$ cat src/rtl/seqdet_pkg.sv
// Shared types and helpers for the programmable serial sequence detector.
// Holds the FSM state encoding, default sizes and the length clamp.
package seqdet_pkg;

   localparam int unsigned DEF_MAX_W = 8;
   localparam int unsigned DEF_CNT_W = 8;

   typedef enum logic [1:0] {
      IDLE,
      FILL,
      ARMED
   } state_t;

   // Lengths above the pattern capacity behave as a full-width pattern.
   function automatic int unsigned clamp_len(input int unsigned len, input int unsigned max_w);
      return (len > max_w) ? max_w : len;
   endfunction

endpackage

$ cat src/rtl/seqdet_sat_counter.sv
// Saturating match counter with synchronous clear.
// A clear coinciding with an increment leaves the count at 1.
module seqdet_sat_counter #(
   parameter int unsigned CNT_W = 8
) (
   input  logic             clk,
   input  logic             rst,
   input  logic             inc,
   input  logic             clr,
   output logic [CNT_W-1:0] count
);

   always_ff @(posedge clk or negedge rst) begin
      if (!rst) begin
         count <= '0;
      end else if (clr) begin
         count <= inc ? CNT_W'(1) : '0;
      end else if (inc && (count != '1)) begin
         count <= count + CNT_W'(1);
      end
   end

endmodule

$ cat src/rtl/seq_detector_param.sv
// Runtime-programmable serial sequence detector with Mealy match output,
// registered match copy and saturating match counter.
module seq_detector_param
   import seqdet_pkg::*;
#(
   parameter int unsigned MAX_W = DEF_MAX_W,
   parameter int unsigned CNT_W = DEF_CNT_W,
   parameter int unsigned LEN_W = $clog2(MAX_W + 1)
) (
   input  logic             clk,
   input  logic             rst,
   input  logic             en,
   input  logic             x,
   input  logic             cfg_load,
   input  logic [MAX_W-1:0] cfg_pattern,
   input  logic [LEN_W-1:0] cfg_len,
   input  logic             cfg_overlap,
   input  logic             count_clr,
   output logic             z,
   output logic             z_q,
   output logic             armed,
   output logic [CNT_W-1:0] match_count
);

   localparam logic [LEN_W-1:0] FILL_MAX = LEN_W'(MAX_W - 1);

   logic [MAX_W-1:0] pat_q;
   logic [LEN_W-1:0] len_q;
   logic             ovl_q;
   logic [MAX_W-2:0] hist, hist_d;
   logic [LEN_W-1:0] fill, fill_d;
   logic [LEN_W-1:0] len_new;
   state_t           state_q, state_d;

   logic [MAX_W-1:0] cand;
   logic [MAX_W-1:0] diff;
   logic             accept;
   logic             ready;
   logic             match;

   assign len_new = LEN_W'(clamp_len(32'(cfg_len), MAX_W));
   assign accept  = en & ~cfg_load;
   assign cand    = {hist, x};

   // Bits at or above len_q never take part in the comparison.
   for (genvar i = 0; i < MAX_W; i++) begin : g_cmp
      localparam logic [LEN_W-1:0] IDX = LEN_W'(i);
      assign diff[i] = (IDX < len_q) & (cand[i] ^ pat_q[i]);
   end

   assign ready = ({1'b0, fill} + (LEN_W+1)'(1)) >= {1'b0, len_q};
   assign match = accept & (len_q != '0) & ready & ~|diff;
   assign z     = match;
   assign armed = (state_q == ARMED);

   always_comb begin
      hist_d = hist;
      fill_d = fill;
      if (cfg_load) begin
         hist_d = '0;
         fill_d = '0;
      end else if (accept) begin
         hist_d = cand[MAX_W-2:0];
         if (match && !ovl_q)
            fill_d = '0;
         else if (fill != FILL_MAX)
            fill_d = fill + LEN_W'(1);
      end
   end

   always_comb begin
      state_d = state_q;
      if (cfg_load) begin
         if (len_new == '0)
            state_d = IDLE;
         else if (len_new == LEN_W'(1))
            state_d = ARMED;
         else
            state_d = FILL;
      end else if (accept) begin
         case (state_q)
            IDLE:  state_d = IDLE;
            FILL:  if (({1'b0, fill_d} + (LEN_W+1)'(1)) >= {1'b0, len_q})
                      state_d = ARMED;
            ARMED: if (match && !ovl_q && (len_q > LEN_W'(1)))
                      state_d = FILL;
            default: state_d = IDLE;
         endcase
      end
   end

   always_ff @(posedge clk or negedge rst) begin
      if (!rst) begin
         pat_q   <= '0;
         len_q   <= '0;
         ovl_q   <= 1'b1;
         hist    <= '0;
         fill    <= '0;
         state_q <= IDLE;
         z_q     <= 1'b0;
      end else begin
         if (cfg_load) begin
            pat_q <= cfg_pattern;
            len_q <= len_new;
            ovl_q <= cfg_overlap;
         end
         hist    <= hist_d;
         fill    <= fill_d;
         state_q <= state_d;
         z_q     <= match;
      end
   end

   seqdet_sat_counter #(
      .CNT_W(CNT_W)
   ) u_cnt (
      .clk  (clk),
      .rst  (rst),
      .inc  (match),
      .clr  (count_clr),
      .count(match_count)
   );

endmodule

$ cat config.mk
export PLATFORM = sky130hd
export DESIGN_NAME = seq_detector_param
export DESIGN_NICKNAME = d
export VERILOG_FILES = /design/src/rtl/seqdet_pkg.sv /design/src/rtl/seqdet_sat_counter.sv /design/src/rtl/seq_detector_param.sv
export SDC_FILE = /design/constraint.sdc
export NUM_CORES = 1
export LEC_CHECK = 0
export CAP_MARGIN = 20
export CORE_ASPECT_RATIO = 0.5
export CORE_MARGIN = 8
export CORE_UTILIZATION = 25
export CTS_CLUSTER_SIZE = 12
export DETAILED_ROUTE_END_ITERATION = 10
export PLACE_DENSITY = 0.45
export SETUP_SLACK_MARGIN = 0.02
export SLEW_MARGIN = 40
export SYNTH_ARGS = -nofsm -noshare
export SYNTH_HDL_FRONTEND = slang
export SYNTH_HIERARCHICAL = 1
export SYNTH_SLANG_ARGS = --single-unit
$ cat constraint.sdc
create_clock -name clk -period 3.5 [get_ports clk]
set_input_delay 0.525 -clock clk [delete_from_list [all_inputs] [get_ports clk]]
set_output_delay 0.525 -clock clk [all_outputs]
set_load 0.05 [all_outputs]
# --- After elaboration in Yosys (flattened, before gate mapping) ---
# Cells that the tools add are included.
op_classes:
  add_sub_neg: 4
  bitwise: 21
  n_reduce_logical: 11
  n_eq_ne: 7
  n_lt_le_gt_ge: 12
  n_mux: 17
ops:
  columns: ["op", "n"]
  rows:
  - ["2-to-1 mux 4 bit", 5]
  - ["less-than comparator 3 x 4 -> 1 bit (first input constant)", 4]
  - ["2-to-1 mux 8 bit", 2]
  - ["2-to-1 mux 7 bit", 2]
  - ["bitwise AND 1 bit", 12]
  - ["2-to-1 mux 2 bit", 6]
  - ["adder 4 x 1 -> 5 bit (second input constant)", 2]
  - [">= comparator 5 x 4 -> 1 bit", 2]
  - ["adder 8 x 1 -> 8 bit (second input constant)", 1]
  - ["less-than comparator 1 x 4 -> 1 bit (first input constant)", 2]
  - ["less-than comparator 2 x 4 -> 1 bit (first input constant)", 2]
  - ["inequality test 8 bit (second input constant)", 1]
  - ["OR reduction 8 bit", 1]
  - ["bitwise XOR 1 bit", 8]
  - ["adder 4 x 1 -> 4 bit (second input constant)", 1]
  - ["equality test 4 x 1 -> 1 bit (second input constant)", 1]
  - ["greater-than comparator 4 x 1 -> 1 bit (second input constant)", 1]
  - ["greater-than comparator 4 bit (second input constant)", 1]
  - ["zero test 4 bit", 1]
  - ["inequality test 4 x 3 -> 1 bit (second input constant)", 1]
  - ["case mux 2 bit (2 select lines)", 1]
  - ["nonzero test 2 bit", 2]
  - ["nonzero test 4 bit", 1]
  - ["logical AND 1 bit", 3]
  - ["other kinds (8)", 9]
word_totals:
  inputBits: 19
  register_bits: 35
  elab_cells: 80
  out_inout_bits: 11

# --- Depth between registers and ports, before layout ---
# Gate-level depths: netlist of the first run.
depth:
  word_depth: 15
  ltp_mapped: 16
  ltp_nobuf: 16

# --- Cells and area by module ---
# The synthesis of the first run kept the hierarchy.
by_module_without_submodules:
  columns: ["module", "n_inst", "seq_area_each_um2", "area_each_um2", "cells_per_inst"]
  rows:
  - ["seq_detector_param", 1, 676.9, 1610.3, 152]
  - ["seqdet_sat_counter", 1, 200.2, 473.0, 47]

# --- Worst setup path before layout of the first run ---
# Ideal clock, no wire load.
synth_timing:
  kind: "register -> register"
  startpoint: "register fill[0]"
  endpoint: "register u_cnt.count[5]"
  setup_slack_ns: -0.132
  n_path_buf: 0
  setup_ns: 0.132
  required_ns: 3.368
  arrival_time_ns: 3.500
  stages_incl_launch_ff: 10
  period_less_slack_ns: 3.632
  path_cell_list: "dfrtp_1 > ha_1 > xor2_1 > ha_1 > o21ai_0 > o21a_1 > nor3_1 > nand4_2 > a2111oi_2 > nor3b_1"
synth_via:
  elab_chain_len: 6
synth_lines:
  columns: ["item", "line", "source"]
  rows:
  - ["from (decl)", "seq_detector_param.sv:31", "logic [LEN_W-1:0] fill, fill_d;"]
  - ["from (signal assigned)", "seq_detector_param.sv:108", "fill <= fill_d;"]
  - ["adder 4 x 1 -> 5 bit", "seq_detector_param.sv:51", "assign ready = ({1'b0, fill} + (LEN_W+1)'(1)) >= {1'b0, len_q};"]
  - [">= comparator 5 x 4 -> 1 bit", "seq_detector_param.sv:51", null]
  - ["bitwise AND 1 bit (2 in a row)", "seq_detector_param.sv:52", "assign match = accept & (len_q != '0) & ready & ~|diff;"]
  - ["named net z", "seq_detector_param.sv:19", "output logic z,"]
  - ["logical AND 1 bit", "seqdet_sat_counter.sv:18", "end else if (inc && (count != '1)) begin"]
  - ["nonzero test 2 bit (no source line)", null, null]
  - ["to (signal assigned)", "seqdet_sat_counter.sv:17", "count <= inc ? CNT_W'(1) : '0;"]
  - ["to (signal assigned)", "seqdet_sat_counter.sv:19", "count <= count + CNT_W'(1);"]
  - ["to (decl)", "seqdet_sat_counter.sv:10", "output logic [CNT_W-1:0] count"]
# The timed path passes the listed nets, and every way through them passes these cells.
# A chain may end at the register's enable or synchronous reset.

# --- Worst setup path in the final report of the first run ---
layout_timing:
  startpoint: "register fill[0]"
  endpoint: "register state_q[0]"
layout_via:
  elab_chain_len: 12
  word_cells_on_any_way: 17
  classes_between: "add/sub (3); order compare (2); eq/ne (3); mux (4); bitwise (2); reduce/logical (3)"
layout_lines:
  columns: ["item", "line", "source"]
  rows:
  - ["adder 4 x 1 -> 5 bit", "seq_detector_param.sv:51", null]
  - [">= comparator 5 x 4 -> 1 bit", "seq_detector_param.sv:51", null]
  - ["bitwise AND 1 bit (2 in a row)", "seq_detector_param.sv:52", null]
  - ["logical AND 1 bit", "seq_detector_param.sv:64", "if (match && !ovl_q)"]
  - ["2-to-1 mux 4 bit (*)", "seq_detector_param.sv:64", null]
  - ["2-to-1 mux 4 bit (*)", "seq_detector_param.sv:62", "end else if (accept) begin"]
  - ["2-to-1 mux 4 bit (*)", "seq_detector_param.sv:59", "if (cfg_load) begin"]
  - ["named net fill_d[1]", "seq_detector_param.sv:31", null]
  - ["adder 4 x 1 -> 5 bit (*)", "seq_detector_param.sv:83", "FILL: if (({1'b0, fill_d} + (LEN_W+1)'(1)) >= {1'b0, len_q})"]
  - [">= comparator 5 x 4 -> 1 bit (*)", "seq_detector_param.sv:83", null]
  - ["inequality test 3 bit (no source line) (*)", null, null]
  - ["AND reduction 3 bit (no source line) (*)", null, null]
  - ["to (signal assigned)", "seq_detector_param.sv:109", "state_q <= state_d;"]
  - ["to (decl)", "seq_detector_param.sv:33", "state_t state_q, state_d;"]
# The timed path passes the listed nets; every way through them passes the cells marked *.

==> results of run 1 <==
-- logic make-up (layout without fill, tap and decap cells) --
| family | Yosys count | after routing |
|---|---|---|
| buffers and inverters | 17 | 72 |
| and+or+nand+nor | 55 | 55 |
| DFF | 35 | 35 |
| AOI/OAI and AO/OA | 50 | 50 |
| adders and majority gates | 11 | 11 |
| xor gates and xnor gates | 12 | 12 |
| muxes | 19 | 19 |
-- cells in the final DEF (no fill, tap or decap), types with 3 or more instances in the layout --
cell	n
a211oi_2	3
a21oi_1	9
a31oi_1	4
buf_4	25
clkbuf_16	5
clkdlybuf4s50_1	27
dfrtp_1	32
ha_1	8
inv_1	8
mux2_2	10
mux2i_1	8
nand2_1	9
nand2b_1	6
nor2_1	10
nor3b_1	4
o21ai_0	5
o21ai_1	4
o22ai_1	3
o31ai_1	3
or3_1	3
xnor2_1	3
xor2_1	8
-- cell type report --
type / count / area (um2)
Tap cell: 112 / 140
Multi-Input combinational cell: 147 / 1230
Clock buffer: 6 / 139
Sequential cell: 35 / 880
Timing Repair Buffer: 55 / 502
Clock inverter: 2 / 38.8
Fill cell: 826 / 5100
Inverter: 9 / 33.8
-- timing repair --
| action | CTS | global route |
|---|---|---|
| resized for setup | 2 | 20 |
| setup endpoints to repair | 1 | 2 |
| setup buffers | 5 | 2 |
| pin swaps | 2 | 11 |
-- worst paths after layout --
kind,startpoint,endpoint,cells after the start
min,pat_q[0]$_DFFE_PN0P_,pat_q[0]$_DFFE_PN0P_,1
max reg2reg,fill[0]$_DFF_PN0_,state_q[0]$_DFFE_PN0P_,16
max,fill[0]$_DFF_PN0_,state_q[0]$_DFFE_PN0P_,16
min reg2reg,pat_q[0]$_DFFE_PN0P_,pat_q[0]$_DFFE_PN0P_,1
max in group asynchronous,rst,fill[2]$_DFF_PN0_,2
min in group asynchronous,rst,u_cnt/count[4]$_DFFE_PN0P_,2
-- where the power goes --
| group | leakage [uW] | switching [uW] | internal, uW |
|---|---|---|---|
| clock | 0.0000875 | 177 | 358 |
| sequential | 0.000454 | 22.3 | 429 |
| combinational | 0.000737 | 110 | 120 |
-- per-stage QoR --
| stage | hold WS [ns] | setup TNS (ns) |
|---|---|---|
| floorplan | 0.229 | 0 |
| global placement | 0.516 | -0.169 |
| detailed placement | 0.521 | -0.305 |
| CTS | 0.534 | 0 |
| global route | 0.548 | -0.0580 |
| finish | 0.531 | 0 |
-- metal layers --
| metal | part of all wire | wire length, um | GRT usage |
|---|---|---|---|
| met1 | 0.50 | 2620 | 0.114 |
| met2 | 0.45 | 2360 | 0.143 |
| met3 | 0.033 | 171 | 0.0230 |
| met4 | 0.018 | 95 | 0.0412 |
| met5 | 0 | 0 | 0 |
-- state kept, by name (all words and copies together), names as in the netlist --
| register | cells |
|---|---|
| ovl_q | 1 |
| z_q | 1 |
| state_q | 2 |
| hist | 7 |
| pat_q | 8 |
| len_q | 4 |
| u_cnt/count | 8 |
| fill | 4 |
==> run metrics, run 1 <==
post-synthesis mux area share=0.0997; DR iter-0 viols=a little over 90; largest family of logic cells by synthesized area=compound AO/OA/AOI/OAI gates; DP HPWL=~3800 um; cell with the most instances after synthesis=dfrtp_1; Adder-Cell Fraction of Synth Area=0.0661; Period minus WS final=3.39 ns; final worst slack=0.112 ns; Layout area overhead=42.0%; CP Max Fanout=4; Synth Area in Compound Gates=0.169; I/O Buffers=29; Worst slew margin=0.658; Hold Buf Count CTS=0; clock buffer count from CTS=5; Slew Viols, Final=0; final cell count without fillers=roughly 370; htree depth=2; critical path arrival=3.55 ns; top cells by count, synth=34 x dfrtp_1, 11 x ha_1, 10 x a21oi_1, 10 x mux2_2, 10 x nor2_1; CTS tree=yes; total gr overflow=0; top cells by area, synth=dfrtp_1 41%, ha_1 6.6%, mux2_2 5.4%, mux2i_1 3.8%, xor2_1 3.4%; pin count of the biggest net entering global routing=36; Worst-Skew Late Latency=0.28 ns; Crit path top cell by count=o21ai_1; Top-Level Pins=30; die height=between 80 and 90 um; routed via count=1735; Worst Skew=0.00723 ns; maximum clock insertion buffer count=2; row count=23; worst path required time=around 3.7 ns; clk slew on worst S/H paths=0.06 ns; worst-margin pin slew=0.511 ns; initial core utilization=0.259; Top delay family on crit path=adder cells; CP Buf/Inv Count=1; largest area contributor in the netlist=dfrtp_1; final hold violations=0; cell breakdown of the critical path=ha_2 -> xor2_1 -> ha_1 -> o21ai_1 -> o21a_1 -> nor4_4 -> inv_1 -> nand4_1 -> a21oi_2 -> ha_4 -> xor2_1 -> ha_1 -> o21ai_1 -> o21ai_1 -> o21ai_2 -> mux2_4; post-synth cell types=53; drt via density=4.74; Final Cycle Share=0.968; Tightest Hold Check Type=reg -> reg; Total GRT Usage=0.0898; max_cap viols=0; RePlAce Congestion=0.780; # nets final=283; Syn Inst Count=199; root buffer cell=clkbuf_16; share of layout cells above drive strength 1=0.295; initial antenna violation count=0; status=finished, final reports clean; core box area=around 8100 um2; placed insts=between 300 and 400; flops & latches, synth=35; post-layout util=0.367; ANT nets after route=0; YS warnings=6; pre-CTS setup slack=-0.263 ns; CTS sink count=35; Post-Syn Area=2080 um2; drt wl/cell=approximately 14 um; final setup violation count=0; Post-Synth XOR/XNOR Area=0.0505; syn avg cell area=10.5 um2; drt pass-1 iters=6; final WL=5240 um; ys flop type=dfrtp_1; Die X=145 um; Largest stage delay, worst path=0.41 ns; register area share after synthesis=0.421; Placement Cell Area=around 2600 um2; Slowest-stage cell, CP=dfrtp_1; CP Capture Type=flop; n_diodes=0; maximum vdd drop=0.189 mV; FF-to-FF setup slack=0.11 ns; overall die area=~12000 um2; global-route wire length before repair=8540 um; Final Instance Area=2960 um2; Async S/R FF share, synth=1.00; unrepaired setup endpoints after global routing=yes; vias in the first global route=1737; Cell Pwr Density=412 nW/um2; Fmax=295 MHz; Mapped Nets=229; Synth top area share=0.408; CP Launch Type=flop; total power=around 1200 uW; Synth Area in Simple Gates=0.161; Crit Path Class=reg -> reg; leakage=0.00128 uW; EDFF count, synth=0; drt drc=0
Power figures use the tool's default switching activity.
==> inputs of run 2 (changes only) <==
--- a/config.mk
+++ b/config.mk
@@ -11,9 +11,9 @@
 export CORE_UTILIZATION = 25
 export CTS_CLUSTER_SIZE = 12
 export DETAILED_ROUTE_END_ITERATION = 10
-export PLACE_DENSITY = 0.45
+export PLACE_DENSITY = 0.56
 export SETUP_SLACK_MARGIN = 0.02
-export SLEW_MARGIN = 40
+export SLEW_MARGIN = 20
 export SYNTH_ARGS = -nofsm -noshare
 export SYNTH_HDL_FRONTEND = slang
 export SYNTH_HIERARCHICAL = 1
==> run 2 against run 1 <==
- first-iteration DRC count down 23%
- clock skew up 0.0014 ns
- largest power group is now sequential cells
- register-to-register slack worse by 0.07 ns
==> run metrics, run 2 (same netlist as run 1, synthesis figures left out) <==
status=finished, final reports clean; drt drc=0; Fmax=289 MHz; most frequent cells in the layout=33 x dfrtp_1, 28 x clkdlybuf4s50_1, 19 x buf_4; final cell count without fillers=360; core box area=8060 um2; DR iter-0 viols=70; n_diodes=0; CP Max Fanout=4; Top-Level Pins=30; Cell Pwr Density=382 nW/um2; final hold violations=0; final setup violation count=0; clock buffer count from CTS=5; leakage=0.00121 uW; Final Cycle Share=0.988; # nets final=around 280; ANT nets after route=0; Tightest Hold Check Type=reg -> reg; Period minus WS final=3.46 ns; initial core utilization=0.259; worst-margin pin slew=approximately 0.53 ns; pin count of the biggest net entering global routing=36; CP Launch Type=flop; maximum vdd drop=0.234 mV; global-route wire length before repair=8540 um; CP Capture Type=flop; unrepaired setup endpoints after global routing=yes; top flop regs=pat_q (8), u_cnt/count (8), hist (7); commonest non-fill, non-tap cell in the layout=dfrtp_1; Worst Skew=0.00862 ns; post-layout util=0.350; DP HPWL=3660 um; Worst-Skew Late Latency=~0.28 ns; CTS sink count=35; placed insts=346; max_cap viols=0; die height=80.6 um; Die X=about 150 um; vias in the first global route=1689; Worst slew margin=0.647; maximum clock insertion buffer count=2; htree depth=2; Crit Path Class=reg -> reg; drt wl/cell=14.3 um; Slew Viols, Final=0; total gr overflow=0; overall die area=between 10000 and 15000 um2; clk slew on worst S/H paths=0.06 ns; Total GRT Usage=0.0898; CTS tree=yes; Placement Cell Area=2600 um2; initial antenna violation count=0; routed via count=1738; row count=23; root buffer cell=clkbuf_16; Layout area overhead=35.4%; share of layout cells above drive strength 1=0.250; RePlAce Congestion=0.837; Final Instance Area=approximately 2800 um2; worst path required time=about 3.7 ns; Hold Buf Count CTS=0; critical path arrival=3.62 ns; I/O Buffers=29; final WL=5140 um; drt via density=about 4.8; drt pass-1 iters=4
[run 2: cell count changes in the layout (fill, tap and decap cells not counted), moves of 2 or more]
cell | previous run | this run
ha_4 | 2 | 0
buf_4 | 25 | 19
a211oi_1 | 2 | 4
a211oi_2 | 3 | 1
clkbuf_1 | 0 | 2
[run 2: final cells by class]
class | instances | area, um2
Tap cell | 112 | 140
Inverter | 9 | 33.8
Sequential cell | 35 | 878
Timing Repair Buffer | 49 | 454
Multi-Input combinational cell | 147 | 1180
Clock buffer | 7 | 133
Clock inverter | 1 | 5.00
Fill cell | 807 | 5240
[run 2: where the power goes]
| part | switching [uW] | internal, uW | total, uW |
|---|---|---|---|
| Sequential | 22.3 | 430 | 452 |
| Combinational | 101 | 102 | 203 |
| Clock | 158 | 263 | 421 |
[run 2: stage by stage]
step                      setup slack, ns  hold slack (ns)  setup TNS [ns]  power (uW)
final                              0.0429            0.535               0        1080
after global routing               -0.118            0.556          -0.137        1140
after CTS                          0.0201            0.541               0        1090
after detailed placement           -0.287            0.517          -0.351         646
after global placement             -0.124            0.519          -0.124         644
after floorplan                    0.0410            0.229               0         571
[run 2: routing by layer]
| metal | up-vias | GRT usage | part of all wire |
|---|---|---|---|
| met2 | 45 | 0.147 | 0.48 |
| met5 | - | 0 | 0 |
| li1 | 830 | - | - |
| met3 | 4 | 0.0291 | 0.053 |
| met1 | 859 | 0.109 | 0.45 |
| met4 | 0 | 0.0371 | 0.011 |
[run 2: worst max-delay path, cell delays in order, from the launching register on]
cell	delay (ns)
dfrtp_1	0.38
buf_6	0.12
nand3_2	0.09
xnor2_2	0.15
ha_1	0.29
o21ai_1	0.07
o21a_2	0.25
nor4_4	0.30
inv_1	0.11
nand4_1	0.12
a21oi_2	0.08
ha_2	0.33
ha_1	0.24
a211oi_2	0.22
o21ai_1	0.10
o21ai_2	0.18
mux2_4	0.31
[run 2: what timing repair did]
action,4_1_cts,5_1_grt
setup buffers,4,2
resized for setup,5,9
endpoints found under the setup margin,1,2
pin swaps,2,9
[run 2: worst paths after layout]
path                                               to  cells after the start  slack [ns]                  from
max in group asynchronous           ovl_q$_DFFE_PN1P_                      2        2.47                   rst
hold reg to reg                  pat_q[0]$_DFFE_PN0P_                      1        0.54  pat_q[0]$_DFFE_PN0P_
setup / recovery               state_q[0]$_DFFE_PN0P_                     16        0.04     fill[0]$_DFF_PN0_
hold / removal                   pat_q[0]$_DFFE_PN0P_                      1        0.54  pat_q[0]$_DFFE_PN0P_
setup reg to reg               state_q[0]$_DFFE_PN0P_                     16        0.04     fill[0]$_DFF_PN0_
min in group asynchronous  u_cnt/count[4]$_DFFE_PN0P_                      2        0.67                   rst
